==> config.mk <==
export PLATFORM = sky130hd
export DESIGN_NAME = spi_slave
export DESIGN_NICKNAME = d
export VERILOG_FILES = /design/src/rtl/spi_slave_pkg.sv /design/src/rtl/spi_slave_sync.sv /design/src/rtl/spi_slave.sv
export SDC_FILE = /design/constraint.sdc
export NUM_CORES = 1
export LEC_CHECK = 0
export ABC_AREA = 1
export CORE_MARGIN = 2
export CORE_UTILIZATION = 40
export CTS_CLUSTER_DIAMETER = 200
export CTS_CLUSTER_SIZE = 8
export DETAILED_ROUTE_END_ITERATION = 8
export DONT_BUFFER_PORTS = 1
export GPL_TIMING_DRIVEN = 0
export PLACE_DENSITY = 0.63
export SYNTH_ARGS = -nofsm -noshare
export SYNTH_HDL_FRONTEND = slang
export SYNTH_SLANG_ARGS = --single-unit
export TNS_END_PERCENT = 100
==> constraint.sdc <==
create_clock -name clk -period 2.09 [get_ports clk]
set_input_delay 0.3135 -clock clk [delete_from_list [all_inputs] [get_ports clk]]
set_output_delay 0.3135 -clock clk [all_outputs]
set_load 0.05 [all_outputs]
==> src/rtl/spi_slave_pkg.sv <==
// Shared definitions for the SPI mode-0 responder: default word width,
// synchroniser depth and FSM state encoding.
package spi_slave_pkg;

   localparam int DATA_LEN_DEF    = 8;
   localparam int SYNC_STAGES_DEF = 2;

   typedef enum logic {
      ST_IDLE  = 1'b0,
      ST_SHIFT = 1'b1
   } state_t;

endpackage

==> src/rtl/spi_slave_sync.sv <==
// Multi-flop synchroniser for one asynchronous input bit.
// RST_VAL sets the idle level the chain holds during reset.
module spi_sync #(
   parameter int   SYNC_STAGES = 2,
   parameter logic RST_VAL     = 1'b0
) (
   input  logic clk,
   input  logic rst,
   input  logic i_d,
   output logic o_q
);

   logic [SYNC_STAGES-1:0] r_sync;

   // Shift the raw input through the flop chain.
   always_ff @(posedge clk or posedge rst) begin
      if (rst) begin
         r_sync <= {SYNC_STAGES{RST_VAL}};
      end else begin
         r_sync <= {r_sync[SYNC_STAGES-2:0], i_d};
      end
   end

   assign o_q = r_sync[SYNC_STAGES-1];

endmodule

==> src/rtl/spi_slave.sv <==
// SPI mode-0 responder. SCLK/CS_N/MOSI are oversampled in the clk domain,
// MOSI is deserialised into DATA_LEN-bit words and a one-entry holding
// register feeds words onto MISO. Back-to-back words are supported inside
// one CS_N window: the next TX word is loaded on the falling SCLK edge that
// follows the final rising edge of the current word.
// Define SPI_MSB_FIRST_EN for MSB-first bit order (LSB-first otherwise).
module spi_slave
   import spi_slave_pkg::*;
#(
   parameter int DATA_LEN    = DATA_LEN_DEF,
   parameter int SYNC_STAGES = SYNC_STAGES_DEF
) (
   input  logic                clk,
   input  logic                rst,
   input  logic                sclk,
   input  logic                cs_n,
   input  logic                mosi,
   output logic                miso,
   output logic                miso_oe,
   input  logic [DATA_LEN-1:0] tx_data,
   input  logic                tx_valid,
   output logic                tx_ready,
   output logic [DATA_LEN-1:0] rx_data,
   output logic                rx_valid,
   output logic                tx_underrun,
   output logic                busy
);

   localparam int               CNT_W    = $clog2(DATA_LEN);
   localparam logic [CNT_W-1:0] LAST_BIT = CNT_W'(DATA_LEN - 1);

   logic                w_sclk_s, w_cs_n_s, w_mosi_s;
   logic                r_sclk_d, r_cs_n_d;
   logic                w_sclk_rise, w_sclk_fall, w_cs_fall, w_cs_rise;
   state_t              r_state, w_state_nxt;
   logic                w_load, w_tx_shift, w_rx_shift, w_word_done;
   logic [DATA_LEN-1:0] r_hold, r_tx, r_rx, r_rx_data;
   logic                r_hold_full, r_underrun, r_rx_valid, r_reload;
   logic [CNT_W-1:0]    r_cnt;
   logic [DATA_LEN-1:0] w_rx_next, w_tx_shifted;
   logic                w_tx_bit;

   spi_sync #(.SYNC_STAGES(SYNC_STAGES), .RST_VAL(1'b0)) u_sync_sclk (
      .clk(clk), .rst(rst), .i_d(sclk), .o_q(w_sclk_s));
   spi_sync #(.SYNC_STAGES(SYNC_STAGES), .RST_VAL(1'b1)) u_sync_cs_n (
      .clk(clk), .rst(rst), .i_d(cs_n), .o_q(w_cs_n_s));
   spi_sync #(.SYNC_STAGES(SYNC_STAGES), .RST_VAL(1'b0)) u_sync_mosi (
      .clk(clk), .rst(rst), .i_d(mosi), .o_q(w_mosi_s));

`ifdef SPI_MSB_FIRST_EN
   assign w_rx_next    = {r_rx[DATA_LEN-2:0], w_mosi_s};
   assign w_tx_shifted = {r_tx[DATA_LEN-2:0], 1'b0};
   assign w_tx_bit     = r_tx[DATA_LEN-1];
`else
   assign w_rx_next    = {w_mosi_s, r_rx[DATA_LEN-1:1]};
   assign w_tx_shifted = {1'b0, r_tx[DATA_LEN-1:1]};
   assign w_tx_bit     = r_tx[0];
`endif

   assign w_sclk_rise = w_sclk_s & ~r_sclk_d;
   assign w_sclk_fall = ~w_sclk_s & r_sclk_d;
   assign w_cs_fall   = ~w_cs_n_s & r_cs_n_d;
   assign w_cs_rise   = w_cs_n_s & ~r_cs_n_d;
   assign w_word_done = w_rx_shift && (r_cnt == LAST_BIT);

   assign miso        = (r_state == ST_SHIFT) ? w_tx_bit : 1'b0;
   assign miso_oe     = (r_state == ST_SHIFT);
   assign busy        = (r_state == ST_SHIFT);
   assign tx_ready    = ~r_hold_full;
   assign rx_data     = r_rx_data;
   assign rx_valid    = r_rx_valid;
   assign tx_underrun = r_underrun;

   // Delayed copies of the synchronised inputs for edge detection.
   always_ff @(posedge clk or posedge rst) begin
      if (rst) begin
         r_sclk_d <= 1'b0;
         r_cs_n_d <= 1'b1;
      end else begin
         r_sclk_d <= w_sclk_s;
         r_cs_n_d <= w_cs_n_s;
      end
   end

   // FSM state register.
   always_ff @(posedge clk or posedge rst) begin
      if (rst) begin
         r_state <= ST_IDLE;
      end else begin
         r_state <= w_state_nxt;
      end
   end

   // Next state plus the per-cycle TX load/shift and RX shift strobes.
   always_comb begin
      w_state_nxt = r_state;
      w_load      = 1'b0;
      w_tx_shift  = 1'b0;
      w_rx_shift  = 1'b0;
      case (r_state)
         ST_IDLE: begin
            if (w_cs_fall) begin
               w_state_nxt = ST_SHIFT;
               w_load      = 1'b1;
            end
         end
         ST_SHIFT: begin
            w_rx_shift = w_sclk_rise;
            if (w_cs_rise) begin
               w_state_nxt = ST_IDLE;
            end else if (w_sclk_fall) begin
               if (r_reload) begin
                  w_load = 1'b1;
               end else begin
                  w_tx_shift = 1'b1;
               end
            end
         end
         default: w_state_nxt = ST_IDLE;
      endcase
   end

   // Holding register: emptied by a word load, filled by the host handshake.
   // A handshake only happens while empty, so a same-cycle load sees the old
   // (empty) contents and the new word lands in the register.
   always_ff @(posedge clk or posedge rst) begin
      if (rst) begin
         r_hold_full <= 1'b0;
         r_hold      <= '0;
      end else begin
         if (w_load) begin
            r_hold_full <= 1'b0;
         end
         if (tx_valid && !r_hold_full) begin
            r_hold_full <= 1'b1;
            r_hold      <= tx_data;
         end
      end
   end

   // TX shift register: load a new word (zeros on underrun) or shift out a bit.
   always_ff @(posedge clk or posedge rst) begin
      if (rst) begin
         r_tx       <= '0;
         r_underrun <= 1'b0;
      end else begin
         r_underrun <= 1'b0;
         if (w_load) begin
            r_tx       <= r_hold_full ? r_hold : '0;
            r_underrun <= ~r_hold_full;
         end else if (w_tx_shift) begin
            r_tx <= w_tx_shifted;
         end
      end
   end

   // RX assembly, bit counter, word delivery and the reload request.
   always_ff @(posedge clk or posedge rst) begin
      if (rst) begin
         r_rx       <= '0;
         r_cnt      <= '0;
         r_reload   <= 1'b0;
         r_rx_data  <= '0;
         r_rx_valid <= 1'b0;
      end else begin
         r_rx_valid <= 1'b0;
         if (r_state == ST_IDLE) begin
            if (w_cs_fall) begin
               r_cnt    <= '0;
               r_rx     <= '0;
               r_reload <= 1'b0;
            end
         end else begin
            if (w_rx_shift) begin
               r_rx <= w_rx_next;
               if (w_word_done) begin
                  r_cnt      <= '0;
                  r_rx_data  <= w_rx_next;
                  r_rx_valid <= 1'b1;
                  r_reload   <= 1'b1;
               end else begin
                  r_cnt <= r_cnt + CNT_W'(1);
               end
            end
            if (w_load) begin
               r_reload <= 1'b0;
            end
            // Deselect drops any partial word but keeps a word completed
            // on this same cycle.
            if (w_cs_rise) begin
               r_cnt    <= '0;
               r_reload <= 1'b0;
            end
         end
      end
   end

endmodule

======== Word level (Yosys, flattened, before mapping) ========
Index checks and enable logic that the tools add are counted.
storage, ports and cells
  register bits ........................... 48
  input bits .............................. 14
  output and inout port bits .............. 14
  logic and storage cells ................. 77
cells by class
  $add $sub $neg .......................... 1
  equal/unequal tests ..................... 5
  muxes and demuxes ....................... 36
  bitwise logic cells ..................... 10
  reductions and logical operators ........ 10
operators with widths
  cell                   number
  $mux W8                6
  $mux W1                23
  $mux W3                5
  $ne A4 B2 Y1 const B   2
  $not A1 Y1             6
  $reduce_and A3 Y1      2
  $reduce_bool A2 Y1     3
  $and A1 B1 Y1          4
  $pmux W1 S2            2
  $reduce_and A2 Y1      2
  $add A3 B1 Y3 const B  1
  $eq A3 B3 Y1 const B   1
  $ne A3 B2 Y1 const B   1
  $logic_and A1 B1 Y1    2
  $ne A2 B1 Y1 const B   1
  $logic_not A1 Y1       1

======== Longest topological paths before layout ========
Gate-level depths: netlist of run 1.
  depth in word-level cells ............... 9
  mapped depth ............................ 8
  gate-level depth less buffers ........... 8

======== By module ========
Synthesis of run 1 repeated with hierarchy kept, for this count alone.
second synthesis, totals
  cells, all modules ...................... 190
  area total of the unflattened synthesis .. 1935.6 µm²
by module, submodules not included
  module                      times used  cells each  area an instance (µm²)  sequential area each (µm²)
  spi_slave                   1           181         1771.7                  1027.2
  spi_sync (u_sync_mosi ...)  2           3           53.8                    50.0
  spi_sync (u_sync_cs_n)      1           3           56.3                    52.6

======== Least setup slack after synthesis of run 1 ========
OpenSTA, ideal clock, no wires.
  kind .................................... reg2out
  start ................................... register r_state (netlist: busy)
  end ..................................... output miso
  arrival time ............................ 1229 ps
  data required time ...................... 1776 ps
  setup slack ............................. 547 ps
  stages on the path, launching flop included .. 4
  path buffers ............................ 1
  cells stage by stage .................... dfrtp_1 buf_6 nand2_1 inv_1
on the way
  longest elaborated chain between the ends .. 1
ends and longest elaborated chain
  element                 line             RTL
  from (decl)             spi_slave.sv:35  state_t r_state, w_state_nxt;
  from (signal assigned)  spi_slave.sv:90  r_state <= w_state_nxt;
  $mux W1                 spi_slave.sv:66  assign miso = (r_state == ST_SHIFT) ? w_tx_bit : 1'b0;
  to (decl)               spi_slave.sv:18  output logic miso,
Every way passes these cells.

======== Worst setup path in the final report of run 1 ========
Same ends and word-level chain as after synthesis.

==> results.sh, run 1 <==
export IMPL_grt_ovfl_total=0
export IMPL_grt_use_total_pct=13.1
export IMPL_hpwl_um=2280
export IMPL_synthTopCellsByCount="dfrtp_1 (44), nand2_1 (40), nand3_1 (24)"
export IMPL_p_clk_share_pct=22.1
export IMPL_vias_per_cell=4.76
export IMPL_ys_ff_latch=47
export IMPL_arrival_ps=1610
export IMPL_min_period_ps=1920
export IMPL_cts_buffers=5
export IMPL_io_pins=28
export IMPL_grt_pass1_wl_um=5590
export IMPL_syn_area_um2=2020
export IMPL_top_layer="met4"
export IMPL_synth_top_flop_cell="dfrtp_1"
export IMPL_worst_setup_path_type="flop to output pin"
export IMPL_netSwitchingFraction_pct=33.9
export IMPL_async_flop_share_pct=100
export IMPL_synth_top_cell_area_share_pct=54.5
export IMPL_place_gp_congestion=0.781
export IMPL_reg2regPathDepth=6
export IMPL_power_density_nw_per_um2=1080
export IMPL_power_internal_uw=1600
export IMPL_status="completed"
export IMPL_antenna_cells=0
export IMPL_ys_types=23
export IMPL_hold_class="input pin to flop"
export IMPL_fp_dieW_um=75.1
export IMPL_path_cells="buf_6 > nand2_1 > inv_1"
export IMPL_hold_worst_slack_ps=39.0
export IMPL_syn2layout_area_growth_pct=10.7
export IMPL_grt_max_degree=25
export IMPL_detail_route_antenna_nets=0
export IMPL_peakVddDrop_mv=0.647
export IMPL_cts_sinks=47
export IMPL_period_share_pct=91.9
export IMPL_die_h_um=75.1
export IMPL_yosys_top_cells_area="dfrtp_1 (54%), nand2_1 (7.4%), nand3_1 (5.9%), mux2_2 (4.5%), dfstp_2 (3.9%)"
export IMPL_syn_area_per_cell_um2=10.5
export IMPL_sequentialPowerShare_pct=51.4
export IMPL_fmax_ghz=0.521
export IMPL_cts_repair_resize_count=0
export IMPL_p_comb_share_pct=26.5
export IMPL_hold_depth=0
export IMPL_postCtsSetupBuffers=0
export IMPL_numPortBuffers=0
export IMPL_clk_pin_slew_ps=80
export IMPL_met2_length_um=1440
export IMPL_post_drt_wl_per_cell_um=12.1
export IMPL_root_buffer="clkbuf_8"
export IMPL_vias=1285
export IMPL_drive_gt1_share_pct=23.6
export IMPL_met1Wirelength_um=1600
export IMPL_relSlewSlack_pct=64.9
export IMPL_rsz0062_at_grt="no"
export IMPL_max_stage_delay_ps=680
export IMPL_synth_warnings=0
export IMPL_drt_pass1_iterations=4
export IMPL_cp_slowest_cell="dfrtp_1"
export IMPL_grt_pass1_vias=1220
export IMPL_end_kind="output pin"
export IMPL_seq_area_frac_synth_pct=58.4
export IMPL_h_tree_depth=2
export IMPL_skew_ps=6.93
export IMPL_cp_start_kind="flop"
export IMPL_drc=0
export IMPL_die_area_um2=5640
export IMPL_start_util_pct=42.2
export IMPL_drtIter0Drc=52
export IMPL_synth_edf_count=0
export IMPL_cts_path_max_buffers=2
export IMPL_leakagePower_uw=0.00110
export IMPL_critPathMaxFanout=7
export IMPL_worstPathRequired_ps=1780
export IMPL_antenna_found_initial=0
export IMPL_fin_nets=218
export IMPL_syn_inst=192
export IMPL_core_um2=4790
export IMPL_tightest_slew_ps=526
export IMPL_syn_num_nets=208
export IMPL_cts_hold_buffers_added=2
export IMPL_yosys_cell_count_top_type="dfrtp_1"
export IMPL_cts_tree="done"
export IMPL_cap_violations=0
export IMPL_finalSetupViolCount=0
export IMPL_setup_tns_ps=0
export IMPL_finalHoldViolCount=0
export IMPL_synth_top_area_cell="dfrtp_1"
export IMPL_wl_um=3260
export IMPL_dr_wl_met3_um=155
export IMPL_drv_slew=0
export IMPL_rows=25
export IMPL_clk_insertion_delay_late_ps=300
export IMPL_p_switching_uw=819
[power groups by stage]
stage / combinational, uW / sequential [uW] / clock, uW
floorplan: 555 / 1230 / 0
global placement: 630 / 1250 / 0
detailed placement: 646 / 1260 / 0
CTS: 649 / 1240 / 544
global route: 728 / 1270 / 576
finish: 641 / 1240 / 533
[final cells by class]
cell class	instances	area (um^2)
Buffer	6	51.3
Clock buffer	6	72.6
Clock inverter	2	12.5
Fill cell	445	2550
Inverter	26	97.6
Multi-Input combinational cell	113	692
Sequential cell	47	1180
Tap cell	67	83.8
Timing Repair Buffer	3	47.5
[logic make-up after synthesis]
group / count (synthesis) / synth area share (%)
simple gates: 81 / 22.5
flops: 47 / 58.4
buf+inv: 32 / 7.37
compound gates: 22 / 6.07
mux: 8 / 4.46
fa+ha+maj: 2 / 1.24
[placed cells by master, fill, tap and decap left out]
cell type / count
inv_2: 7
clkbuf_8: 5
nand3_1: 24
nand3_2: 1
nand2_1: 40
dfstp_2: 3
nor2_1: 2
buf_2: 2
buf_16: 1
clkinv_2: 1
o21ai_2: 1
dfrtp_1: 44
clkbuf_1: 1
clkinvlp_4: 1
buf_4: 1
ha_1: 2
mux2_2: 8
o21ai_1: 6
nand4_4: 1
nor2_2: 1
nand4_2: 1
o21ai_0: 8
nand2_4: 7
o22ai_1: 7
nand2_2: 2
dlygate4sd3_1: 2
inv_1: 19
buf_6: 3
nand3_4: 2
[final timing paths]
kind,endpoint,from,slack [ps]
worst max-delay path,miso,busy,170
worst min-delay path,u_sync_sclk.r_sync[0],sclk,40
worst max register to register,r_rx[1],busy,500
worst min register to register,u_sync_mosi.r_sync[1],u_sync_mosi.r_sync[0],350
max in group asynchronous,r_cs_n_d,rst,1010
min in group asynchronous,u_sync_sclk.r_sync[0],rst,510
[critical path: cells and delay by family, from the launching register on]
family	cells	cell delay [ps]
flops	1	680
buf+inv	2	560
simple gates	1	70
[through the flow]
stage	power [uW]	utilization (%)	instance area, um^2	setup WS [ps]	cells
floorplan	1780	-	2020	547	192
global placement	1880	44.0	2100	163	259
detailed placement	1900	44.5	2130	478	260
CTS	2430	46.7	2240	151	270
global route	2570	46.7	2240	103	270
finish	2410	46.7	2240	170	270
[flip-flops by register name (all words and copies together) (netlist names)]
| register | flops |
|---|---|
| r_reload | 1 |
| tx_underrun | 1 |
| r_cs_n_d | 1 |
| r_sclk_d | 1 |
| u_sync_mosi.r_sync | 2 |
| u_sync_cs_n.r_sync | 2 |
| r_cnt | 3 |
| r_tx | 8 |
| u_sync_sclk.r_sync | 2 |
| busy | 1 |
| rx_data | 8 |
| r_hold | 8 |
| rx_valid | 1 |
| r_hold_full | 1 |
| r_rx | 7 |
[metal layers]
| metal | global-route usage [%] | up-vias |
|---|---|---|
| met4 | 5.36 | 0 |
| met2 | 18.9 | 42 |
| li1 | - | 641 |
| met3 | 2.81 | 6 |
| met1 | 19.3 | 596 |
| met5 | 0 | - |
Note: power is estimated with default switching activity, not from simulation.
==> run 2, diff against run 1 <==
--- a/config.mk
+++ b/config.mk
@@ -14,6 +14,7 @@
 export DONT_BUFFER_PORTS = 1
 export GPL_TIMING_DRIVEN = 0
 export PLACE_DENSITY = 0.63
+export SETUP_SLACK_MARGIN = 0.4
 export SYNTH_ARGS = -nofsm -noshare
 export SYNTH_HDL_FRONTEND = slang
 export SYNTH_SLANG_ARGS = --single-unit
==> results.sh, run 2 (synthesis results as in run 1) <==
export IMPL_cts_buffers=5
export IMPL_drtIter0Drc=61
export IMPL_worst_setup_path_type="flop to output pin"
export IMPL_grt_ovfl_total=0
export IMPL_peakVddDrop_mv=0.651
export IMPL_fp_dieW_um=75.1
export IMPL_dpl_cell_area_um2=2130
export IMPL_cts_sinks=47
export IMPL_place_gp_congestion=0.781
export IMPL_io_pins=28
export IMPL_drive_gt1_share_pct=25.5
export IMPL_vias=1297
export IMPL_cts_tree="done"
export IMPL_wl_um=3280
export IMPL_antenna_cells=0
export IMPL_finalHoldViolCount=0
export IMPL_grt_pass1_wl_um=5600
export IMPL_detail_route_antenna_nets=0
export IMPL_arrival_ps=1310
export IMPL_die_h_um=75.1
export IMPL_worstPathRequired_ps=1780
export IMPL_grt_pass1_vias=1223
export IMPL_fin_nets=219
export IMPL_skew_ps=7.66
export IMPL_h_tree_depth=2
export IMPL_post_route_util_pct=47.1
export IMPL_final_common_cell="dfrtp_1"
export IMPL_post_drt_wl_per_cell_um=12.1
export IMPL_antenna_found_initial=0
export IMPL_finalSetupViolCount=0
export IMPL_critPathMaxFanout=3
export IMPL_vias_per_cell=4.79
export IMPL_start_util_pct=42.2
export IMPL_hold_worst_slack_ps=38.8
export IMPL_mostFrequentLayoutCells="dfrtp_1 (43), nand2_1 (39), nand3_1 (24)"
export IMPL_tightest_slew_ps=518
export IMPL_period_share_pct=77.6
export IMPL_final_area_um2=2260
export IMPL_leakagePower_uw=0.00110
export IMPL_cp_start_kind="flop"
export IMPL_power_density_nw_per_um2=1080
export IMPL_drv_slew=0
export IMPL_drt_pass1_iterations=4
export IMPL_cts_path_max_buffers=2
export IMPL_hold_class="input pin to flop"
export IMPL_syn2layout_area_growth_pct=11.6
export IMPL_core_um2=4790
export IMPL_grt_max_degree=25
export IMPL_end_kind="output pin"
export IMPL_rsz0062_at_grt="no"
export IMPL_status="completed"
export IMPL_fmax_ghz=0.617
export IMPL_rows=25
export IMPL_min_period_ps=1620
export IMPL_numPortBuffers=0
export IMPL_power_uw=2430
export IMPL_hpwl_um=2280
export IMPL_die_area_um2=5640
export IMPL_clk_insertion_delay_late_ps=300
export IMPL_cap_violations=0
export IMPL_root_buffer="clkbuf_8"
export IMPL_setup_tns_ps=0
export IMPL_drc=0
export IMPL_clk_pin_slew_ps=80
export IMPL_grt_use_total_pct=13.2
export IMPL_relSlewSlack_pct=65.4
==> run 2: timing repair <==
action / in CTS / in global routing
endpoints found under the hold margin: 24 / 0
hold buffers: 2 / 0
gates resized for setup: 3 / 1
setup endpoints to repair: 1 / 1
setup buffers: 1 / 0
pin swaps: 0 / 0
==> run 2: final timing paths <==
| check | start | endpoint | slack, ps | cells past startpoint |
|---|---|---|---|---|
| worst max-delay path | busy | miso | 470 | 3 |
| worst min-delay path | sclk | u_sync_sclk.r_sync[0] | 40 | 0 |
| worst min register to register | u_sync_mosi.r_sync[0] | u_sync_mosi.r_sync[1] | 350 | 0 |
| worst max register to register | busy | r_rx[1] | 540 | 7 |
| max in group asynchronous | rst | r_cs_n_d | 1010 | 3 |
| min in group asynchronous | rst | u_sync_sclk.r_sync[0] | 510 | 2 |
==> run 2: through the flow <==
step / instances / setup WS [ps]
floorplan: 192 / 547
global placement: 259 / 163
detailed placement: 260 / 478
CTS: 271 / 419
global route: 271 / 430
finish: 271 / 468
==> run 2: critical path: stages, from the launching register on <==
cell and delay [ps]:
dfrtp_2 530, buf_8 170, nand2_2 80, clkinvlp_4 240
==> run 2: power by group <==
part,internal (uW),switching [uW]
logic,260,396
registers,1110,133
clock network,234,298
==> run 2: final cells by class <==
cell class | instances | area, um^2
clock inverter | 2 | 12.5
fill | 445 | 2530
timing repair buffer | 4 | 55.1
sequential | 47 | 1180
buffer | 6 | 55.1
tap | 67 | 83.8
multi-input combinational | 113 | 694
inverter | 26 | 101
clock buffer | 6 | 72.6
==> run 2: routing by layer <==
| metal | vias up | wire [um] | track usage (%) |
|---|---|---|---|
| met5 | - | 0 | 0 |
| met3 | 6 | 158 | 2.81 |
| met2 | 39 | 1470 | 19.1 |
| li1 | 646 | - | - |
| met4 | 0 | 57 | 5.36 |
| met1 | 606 | 1600 | 19.3 |
==> run 3, diff against run 2 <==
--- a/config.mk
+++ b/config.mk
@@ -13,7 +13,7 @@
 export DETAILED_ROUTE_END_ITERATION = 8
 export DONT_BUFFER_PORTS = 1
 export GPL_TIMING_DRIVEN = 0
-export PLACE_DENSITY = 0.63
+export PLACE_DENSITY = 0.65
 export SETUP_SLACK_MARGIN = 0.4
 export SYNTH_ARGS = -nofsm -noshare
 export SYNTH_HDL_FRONTEND = slang
==> constraint.sdc (replaced) <==
create_clock -name clk -period 1.43 [get_ports clk]
set_input_delay 0.2145 -clock clk [delete_from_list [all_inputs] [get_ports clk]]
set_output_delay 0.2145 -clock clk [all_outputs]
set_load 0.05 [all_outputs]
==> results.sh, run 3 (synthesis results as in run 1) <==
export IMPL_power_uw=4310
export IMPL_antenna_found_initial=0
export IMPL_hold_class="input pin to async pin"
export IMPL_power_internal_uw=2850
export IMPL_antenna_cells=0
export IMPL_fmax_ghz=0.644
export IMPL_skew_ps=5.69
export IMPL_hold_worst_slack_ps=-16.8
export IMPL_root_buffer="clkbuf_8"
export IMPL_end_kind="flop"
export IMPL_cts_buffers=5
export IMPL_final_instance_count_excl_fill=283
export IMPL_placedCellCount=259
export IMPL_cts_path_max_buffers=2
export IMPL_rsz0062_at_grt="yes"
export IMPL_relSlewSlack_pct=34.5
export IMPL_core_um2=4790
export IMPL_cp_slowest_cell="dfrtp_2"
export IMPL_h_tree_depth=2
export IMPL_finalHoldViolCount=30
export IMPL_cp_start_kind="flop"
export IMPL_mostFrequentLayoutCells="dfrtp_1 (33), nand2_1 (21), inv_1 (18), nand3_1 (18), nand2_2 (15)"
export IMPL_p_comb_share_pct=33.4
export IMPL_min_period_ps=1550
export IMPL_p_switching_uw=1460
export IMPL_io_pins=28
export IMPL_numPortBuffers=0
export IMPL_detail_route_antenna_nets=0
export IMPL_grt_use_total_pct=15.5
export IMPL_clk_insertion_delay_late_ps=300
export IMPL_grt_max_degree=48
export IMPL_fin_ws_ps=-123
export IMPL_drive_gt1_share_pct=48.6
export IMPL_cpMostUsedCell="buf_12"
export IMPL_arrival_ps=1800
export IMPL_critPathMaxFanout=8
export IMPL_fillers=389
export IMPL_fp_dieW_um=75.1
export IMPL_cts_sinks=47
export IMPL_cap_violations=0
export IMPL_place_gp_congestion=0.773
export IMPL_netSwitchingFraction_pct=33.9
export IMPL_p_clk_share_pct=23.9
export IMPL_syn2layout_area_growth_pct=33.7
export IMPL_max_stage_delay_ps=540
export IMPL_clk_pin_slew_ps=90
export IMPL_sequentialPowerShare_pct=42.7
export IMPL_vias_per_cell=4.93
export IMPL_drtIter0Drc=28
export IMPL_status="finished with violations"
export IMPL_finalSetupViolCount=22
export IMPL_hpwl_um=2310
export IMPL_leakagePower_uw=0.00123
export IMPL_cts_tree="done"
export IMPL_grt_pass1_wl_um=6510
export IMPL_grt_pass1_vias=1353
export IMPL_final_common_cell="dfrtp_1"
export IMPL_drv_slew=0
export IMPL_peakVddDrop_mv=0.998
export IMPL_period_share_pct=109
export IMPL_die_area_um2=5640
export IMPL_post_drt_wl_per_cell_um=13.8
export IMPL_power_density_nw_per_um2=1600
export IMPL_setup_tns_ps=-1940
export IMPL_die_h_um=75.1
export IMPL_grt_ovfl_total=0
export IMPL_vias=1394
export IMPL_worstPathRequired_ps=1680
export IMPL_worst_setup_path_type="flop to flop"
export IMPL_tightest_slew_ps=980
export IMPL_path_cells="buf_8 > buf_12 > clkinv_8 > nand3_4 > buf_12 > nand2_8 > nand3_2 > nand2_2"
export IMPL_fin_nets=231
export IMPL_place_ws_ps=33.1
export IMPL_start_util_pct=42.2
export IMPL_wl_um=3920
export IMPL_rows=25
export IMPL_violations="hold timing, setup timing"
export IMPL_drc=0
export IMPL_drt_pass1_iterations=4
## run 3: metrics by stage
| stage | util (%) | cell area, um^2 |
|---|---|---|
| 2_1_floorplan | - | 2090 |
| 3_3_place_gp | 45.3 | 2170 |
| 3_5_place_dp | 45.3 | 2170 |
| 4_1_cts | 53.7 | 2570 |
| 5_1_grt | 56.4 | 2700 |
| 6_report | 56.4 | 2700 |
## run 3: power by group through the flow
stage	Combinational (uW)	Clock, uW	Sequential [uW]
3_3_place_gp	1040	0	1840
4_1_cts	1350	1040	1840
3_5_place_dp	1060	0	1840
2_1_floorplan	924	0	1800
5_1_grt	1580	1090	1880
6_report	1440	1030	1840
## run 3: area by class of cell
type | instances | area (um^2) | area share [%]
inverters | 26 | 130 | 4.82
multi-input cells | 114 | 931 | 34.5
well taps | 67 | 83.8 | 3.10
clock inverters | 2 | 38.8 | 1.44
repair buffers | 15 | 165 | 6.11
plain buffers | 6 | 76.3 | 2.83
flip-flops and latches | 47 | 1190 | 44.2
clock buffers | 6 | 82.6 | 3.06
## run 3: timing repair
item,4_1_cts,5_1_grt
pin swaps,5,8
endpoints found under the hold margin,3,0
resized for setup,51,27
hold buffers,3,0
setup buffers,9,0
endpoints found under the setup margin,53,53
cloned,3,1
## run 3: worst paths after layout
check | startpoint | end | slack, ps | depth (start not counted)
setup reg to reg | busy | r_tx[4] | -120 | 8
hold / removal | rst | r_hold[7] | -20 | 1
hold reg to reg | u_sync_mosi.r_sync[0] | u_sync_mosi.r_sync[1] | 360 | 0
setup / recovery | busy | r_tx[4] | -120 | 8
max in group asynchronous | rst | rx_data[4] | 860 | 1
min in group clk | tx_data[7] | r_hold[7] | 50 | 1
## run 3: per-layer routing
metal	GRT usage [%]	wire, um	vias to the layer above
met3	3.61	141	6
met1	22.0	1840	681
met4	6.35	70	0
met2	22.8	1860	31
met5	0	0	-
li1	-	-	676
## run 3: worst max-delay path: cells and delay by family, from the launching register on
kind                   cells  cell delay [ps]
buffers and inverters      4              570
flip-flops                 1              540
AND/OR/NAND/NOR            4              400
